===== config.mk =====
export PLATFORM = sky130hd
export DESIGN_NAME = mesi_snoop_responder
export DESIGN_NICKNAME = d
export VERILOG_FILES = /design/src/rtl/mesi_pkg.sv /design/src/rtl/mesi_snoop_decode.sv /design/src/rtl/mesi_snoop_responder.sv
export SDC_FILE = /design/constraint.sdc
export NUM_CORES = 1
export LEC_CHECK = 0
export ABC_AREA = 0
export CORE_ASPECT_RATIO = 1.5
export CORE_MARGIN = 4
export CORE_UTILIZATION = 42
export CTS_CLUSTER_SIZE = 30
export DETAILED_ROUTE_END_ITERATION = 10
export HOLD_SLACK_MARGIN = 0.15
export PLACE_DENSITY_LB_ADDON = 0.25
export SYNTH_ARGS = -nofsm -noshare
export SYNTH_HDL_FRONTEND = slang
export SYNTH_SLANG_ARGS = --single-unit

===== constraint.sdc =====
create_clock -name clk -period 2.7 [get_ports clk]
set_input_delay 0.54 -clock clk [delete_from_list [all_inputs] [get_ports clk]]
set_output_delay 0.54 -clock clk [all_outputs]
set_load 0.005 [all_outputs]

===== src/rtl/mesi_pkg.sv =====
// mesi_pkg: MESI state/op encodings and cache geometry shared by the snoop path
package mesi_pkg;
  localparam int CACHE_LINES = 64;
  localparam int LINE_WORDS = 4;
  localparam int TAG_W = 20;
  localparam int IDX_W = $clog2(CACHE_LINES);
  localparam int OFF_W = $clog2(LINE_WORDS * 4);
  localparam int WORD_W = $clog2(LINE_WORDS);
  localparam int ADDR_W = TAG_W + IDX_W + OFF_W;
  typedef enum logic [1:0] {ST_I = 2'b00, ST_S = 2'b01, ST_E = 2'b10, ST_M = 2'b11} mesi_state_t;
  typedef enum logic [1:0] {BUS_RD = 2'b00, BUS_RDX = 2'b01, BUS_UPGR = 2'b10, BUS_RSVD = 2'b11} snoop_op_t;
endpackage


===== src/rtl/mesi_snoop_decode.sv =====
// mesi_snoop_decode: snoop op x local state -> MESI transition and response flags
module mesi_snoop_decode
  import mesi_pkg::*;
(
  input  snoop_op_t   op,
  input  mesi_state_t state,
  input  logic        hit,
  output mesi_state_t next_state,
  output logic        shared,
  output logic        dirty,
  output logic        flush,
  output logic        err,
  output logic        wr
);
  logic v;
  always_comb begin
    v = hit && op != BUS_RSVD;
    next_state = !v ? state : (op == BUS_RD ? ST_S : ST_I);
    shared = v && (op == BUS_RD || (op == BUS_RDX && state != ST_M) || (op == BUS_UPGR && state == ST_S));
    dirty = v && state == ST_M && op != BUS_UPGR;
    flush = dirty;
    // a hit already excludes I, so UPGR on anything but S means the line was M/E
    err = op == BUS_RSVD || (v && op == BUS_UPGR && state != ST_S);
    wr = next_state != state;
  end
endmodule


===== src/rtl/mesi_snoop_responder.sv =====
// mesi_snoop_responder: bus-side snoop handler for one core's private cache;
// looks up tag/state, answers hit/shared/dirty, flushes M lines and downgrades local state
module mesi_snoop_responder
  import mesi_pkg::*;
#(
  parameter logic [1:0] CORE_ID = 2'd0
) (
  input  logic              clk,
  input  logic              reset,
  input  logic              req_valid,
  output logic              req_ready,
  input  logic [1:0]        req_op,
  input  logic [ADDR_W-1:0] req_addr,
  input  logic [1:0]        req_src_core,
  input  logic              lock_valid,
  input  logic [IDX_W-1:0]  lock_idx,
  output logic              hold_valid,
  output logic [IDX_W-1:0]  hold_idx,
  output logic              arr_rd_en,
  output logic [IDX_W-1:0]  arr_rd_idx,
  input  logic [TAG_W-1:0]  arr_rd_tag,
  input  logic [1:0]        arr_rd_state,
  output logic              arr_wr_en,
  output logic [IDX_W-1:0]  arr_wr_idx,
  output logic [1:0]        arr_wr_state,
  output logic              dat_rd_en,
  output logic [IDX_W-1:0]  dat_rd_idx,
  output logic [WORD_W-1:0] dat_rd_word,
  input  logic [31:0]       dat_rd_data,
  output logic              rsp_valid,
  input  logic              rsp_ready,
  output logic              rsp_hit,
  output logic              rsp_shared,
  output logic              rsp_dirty,
  output logic [31:0]       rsp_data,
  output logic              rsp_last,
  output logic              err
);
  typedef enum logic [2:0] {IDLE, LOOKUP, DECIDE, RESP, FLUSH_RD, FLUSH_TX, WRBACK} fsm_t;
  fsm_t st, st_n;
  snoop_op_t op_q;
  mesi_state_t ns_q, d_next;
  logic [ADDR_W-1:0] addr_q;
  logic [1:0] src_q;
  logic [WORD_W-1:0] k;
  logic [31:0] dat_q;
  logic [IDX_W-1:0] idx;
  logic hit_q, shared_q, dirty_q, fresh, hit;
  logic d_shared, d_dirty, d_flush, d_err, d_wr;

  assign idx = addr_q[OFF_W +: IDX_W];
  assign hit = arr_rd_tag == addr_q[ADDR_W-1 -: TAG_W] && arr_rd_state != ST_I && src_q != CORE_ID;

  mesi_snoop_decode u_dec (
    .op(op_q), .state(mesi_state_t'(arr_rd_state)), .hit(hit), .next_state(d_next),
    .shared(d_shared), .dirty(d_dirty), .flush(d_flush), .err(d_err), .wr(d_wr)
  );

  always_ff @(posedge clk or posedge reset)
    if (reset) begin
      st <= IDLE;
      op_q <= BUS_RD;
      addr_q <= '0;
      src_q <= '0;
      k <= '0;
      hit_q <= 1'b0;
      shared_q <= 1'b0;
      dirty_q <= 1'b0;
      ns_q <= ST_I;
      fresh <= 1'b0;
      dat_q <= '0;
    end else begin
      st <= st_n;
      if (req_valid && req_ready) begin
        op_q <= snoop_op_t'(req_op);
        addr_q <= req_addr;
        src_q <= req_src_core;
      end
      if (st == DECIDE) begin
        hit_q <= hit && op_q != BUS_RSVD;
        shared_q <= d_shared;
        dirty_q <= d_dirty;
        ns_q <= d_next;
      end
      if (st == FLUSH_TX && rsp_ready && !rsp_last) k <= k + 2'd1;
      if (st == WRBACK) k <= '0;
      // the data array only holds its output for one cycle; keep it while backpressured
      fresh <= st == FLUSH_RD;
      if (fresh) dat_q <= dat_rd_data;
    end

  always_comb begin
    st_n = st;
    case (st)
      IDLE:     st_n = req_valid && req_ready ? LOOKUP : IDLE;
      LOOKUP:   st_n = DECIDE;
      DECIDE:   st_n = d_flush ? FLUSH_RD : RESP;
      RESP:     st_n = rsp_ready ? IDLE : RESP;
      FLUSH_RD: st_n = FLUSH_TX;
      FLUSH_TX: st_n = !rsp_ready ? FLUSH_TX : (rsp_last ? WRBACK : FLUSH_RD);
      WRBACK:   st_n = IDLE;
      default:  st_n = IDLE;
    endcase
    req_ready = st == IDLE && !reset && !(lock_valid && lock_idx == req_addr[OFF_W +: IDX_W]);
    hold_valid = st != IDLE;
    hold_idx = idx;
    arr_rd_en = st == LOOKUP;
    arr_rd_idx = idx;
    // flushed lines change state only after the last beat has been taken
    arr_wr_en = (st == DECIDE && d_wr && !d_flush) || st == WRBACK;
    arr_wr_idx = idx;
    arr_wr_state = !arr_wr_en ? ST_I : (st == WRBACK ? ns_q : d_next);
    dat_rd_en = st == FLUSH_RD;
    dat_rd_idx = idx;
    dat_rd_word = k;
    rsp_valid = st == RESP || st == FLUSH_TX;
    rsp_hit = rsp_valid && hit_q;
    rsp_shared = rsp_valid && shared_q;
    rsp_dirty = rsp_valid && dirty_q;
    rsp_last = st == RESP || (st == FLUSH_TX && k == 2'd3);
    rsp_data = st != FLUSH_TX ? '0 : (fresh ? dat_rd_data : dat_q);
    err = st == DECIDE && d_err;
  end
endmodule


==> flow_summary_export.csv <==
group,metric,value,unit
run_status,status,"finished clean",
sta,maxSlewHeadroom,0.6657,
cells_and_area,layout.cells.non_filler,590,
critical_path,cp-end-kind,"output port",
sta,setup_viol,0,
cells_and_area,area_growth,53.40,%
grt,grt_util_met1,0.1967,
die,die_area,10820,um2
synth,syn_nets,421,
routing,vias,2925,
power,p_int,3.327,mW
critical_path,cp_top_family,"buffers and inverters",
synth,netlist_instances,321,
grt,grt_util_met3,0.05398,
grt,grt_pass1_vias,3080,
grt,grt-busiest-layer,"met2",
power,ir_worst_vdd,0.5152,mV
clock_tree,clock_latency,0.33,ns
clock_tree,cts_root_buffer,"clkbuf_16",
synth,async_flop_share,1.000,
power,combPwrFrac,0.355,
synth,netlist_top_cells_area,"dfrtp_1 (47%), mux2_4 (11%), mux2_2 (7.3%)",
clock_tree,cts_tree,"yes",
sta,rsz0062_at_grt,"yes",
sta,hold_viol,0,
critical_path,crit_type,"input port to output port",
power,power_frac_clock,0.295,
die,die_w,86.29,um
critical_path,crit_chain,"clkdlybuf4s50_1 -> xor2_1 -> nor4_2 -> o211ai_1 -> or2_4 -> buf_6 -> o21ai_2 -> buf_2",
placed_design,dp_cells,571,
die,rows,42,
synth,ys_types,41,
cells_and_area,final_cell_area,5923,um2
clock_tree,cts.sinks,73,
synth,synth_top_area_frac,0.4731,
synth,synth_edf_count,0,
die,io-pin-count,170,
sta,fin_hold_ws,0.4742,ns
sta,max_slew.worst_pin.slew,0.5009,ns
synth,yosys.cell_count.top_type,"dfrtp_1",
critical_path,slowest_stage,"clkdlybuf4s50_1",
sta,period_share,0.9803,
routing,wirelength,9145,um
placed_design,placed_cell_area,5560,um2
cells_and_area,drive_gt1_frac,0.2250,
clock_tree,cts_hold_buf,0,
synth,yosys-top-cells-count,"dfrtp_1 (73), and3_1 (33), mux2_4 (29)",
power,pwr-share-seq,0.350,
routing,via_per_inst,4.958,
critical_path,crit_fanout,3,
critical_path,critPathArrivalTime,2.11,ns
clock_tree,cts_buffers,9,
critical_path,slowest_delay,0.42,ns
job,max_cap_violations,0,
clock_tree,cts.clk_slew.worst_paths,0.06,ns
routing,drt_iter0_drc,46,
power,power_density,774.0,nW/um2
sta,clock.fmax,0.3778,GHz
cells_and_area,nets,575,
grt,antenna_found_initial,0,
die,dieHeight,125.4,um
routing,routedWlPerCell,15.50,um
synth,ys_ff_latch,73,
synth,seq_area_frac_synth,0.4731,
cells_and_area,fin_util,0.6669,
hold_path,hold_class,"register to register",
power,p_leak,2.838,nW
sta,skew,0.006654,ns
critical_path,required,2.16,ns
routing,dr.pass1.iters,4,
placed_design,portBuffers,165,
grt,grt_pass1_wl,14870,um
critical_path,cp_num_buf_inv,3,
sta,drv_slew,0,
grt,grt_max_degree,47,
grt,track_usage,0.1722,
synth,synth_ff_type,"dfrtp_1",
clock_tree,clk_path_buf_depth,2,
cells_and_area,antenna_cells,0,
synth,synth_area_per_cell,12.03,um2
synth,yosysWarnings,0,
synth,synth_top_cell_by_area,"dfrtp_1",
power,power_switching,1.257,mW
critical_path,worst_setup_path_start_kind,"input port",
sta,fin_crit,2.647,ns
clock_tree,htreeDepth,3,
grt,overflow,0,
grt,use_met2,0.2967,
synth,synth_area,3861,um2
placed_design,gp_congestion,0.7951,
routing,drtAntennaViolNets,0,
placed_design,dp_hpwl,6890,um
die,start_util,0.4348,
power,power.share.switching,0.2742,
routing,drc,0,
die,core,8881,um2
==> state kept, by name (all words and copies together), names as in the netlist <==
register and cells:
addr_q 26, dat_q 32, dat_rd_word 2, dirty_q 1
fresh 1, hit_q 1, ns_q 2, op_q 2
shared_q 1, src_q 2, st 3
==> metal layers <==
metal | vias up | share of wire
li1 | 1393 | -
met1 | 1399 | 0.39
met2 | 117 | 0.50
met3 | 16 | 0.083
met4 | 0 | 0.021
met5 | - | 0
==> worst register-to-register path, stage by stage (launching register included) <==
cell,delay [ns]
dfrtp_1,0.39
xor2_1,0.16
nor4_1,0.28
buf_4,0.16
nand4_1,0.12
or2_4,0.28
buf_6,0.13
buf_4,0.14
a31o_1,0.21
==> cell usage in the layout, fill, tap and decap left out, types with 4 or more instances in the layout <==
cell type | Yosys | routed
a21oi_1 | 6 | 6
mux2_4 | 29 | 29
o21ai_0 | 5 | 5
dfrtp_1 | 73 | 72
xnor2_1 | 4 | 4
mux2_2 | 25 | 25
and3_1 | 33 | 33
xor2_1 | 23 | 23
clkbuf_16 | 0 | 9
nand2_1 | 9 | 9
dlygate4sd2_1 | 0 | 16
nor2b_1 | 7 | 6
mux2_1 | 9 | 9
clkdlybuf4s50_1 | 0 | 143
buf_4 | 24 | 20
nand3_1 | 4 | 4
and2_1 | 4 | 4
==> stage by stage <==
step	power [mW]	worst slack, ns	TNS [ns]
finish	4.584	0.05308	0
global route	4.842	-0.08548	-0.2465
CTS	4.645	0.001540	0
detailed placement	3.258	-0.6601	-1.924
global placement	3.211	-0.5804	-1.733
floorplan	2.676	0.3067	0
==> repair_timing <==
item	CTS	global route
endpoints found under the setup margin	7	13
buffers inserted	3	0
resized for setup	41	3
cloned	0	0
pin swaps	12	2
==> path summary, 6_finish.rpt <==
| check | start | endpoint | slack, ns | depth (start not counted) |
|---|---|---|---|---|
| worst max-delay path | arr_rd_tag[17] | arr_wr_state[0] | 0.05 | 8 |
| worst min-delay path | dat_q[7]$_DFF_PP0_ | dat_q[7]$_DFF_PP0_ | 0.47 | 1 |
| worst max register to register | addr_q[28]$_DFFE_PP0P_ | ns_q[0]$_DFFE_PP0N_ | 0.72 | 8 |
| worst min register to register | dat_q[7]$_DFF_PP0_ | dat_q[7]$_DFF_PP0_ | 0.47 | 1 |
| max in group asynchronous | reset | st[2]$_DFF_PP0_ | 1.45 | 3 |
| min in group asynchronous | reset | addr_q[5]$_DFFE_PP0P_ | 0.65 | 2 |
==> layout make-up <==
class,instances,area (um2)
clock buffers,11,232.7
well taps,110,137.6
fillers,721,2958
multi-input cells,198,1755
flip-flops and latches,73,1828
inverters,3,12.51
clock inverters,5,103.9
repair buffers,190,1853
==> power by group through the flow <==
stage                     clock network [mW]  logic, mW  registers [mW]
after CTS                               1.38       1.66            1.61
after detailed placement                   0       1.64            1.62
after floorplan                            0       1.15            1.53
after global routing                    1.43       1.77            1.65
after global placement                     0       1.60            1.61
final                                   1.35       1.63            1.60
==> kinds of logic after synthesis <==
logic type	count (synthesis)	synth area share
adder cells (fa/ha/maj)	1	0.003240
flip-flops	73	0.4731
AO/OA/AOI/OAI	29	0.04990
XOR/XNOR	27	0.06124
AND/OR/NAND/NOR	78	0.1209
buffers and inverters	50	0.07971
multiplexers	63	0.2119
Note: power is estimated with default switching activity, not from simulation.
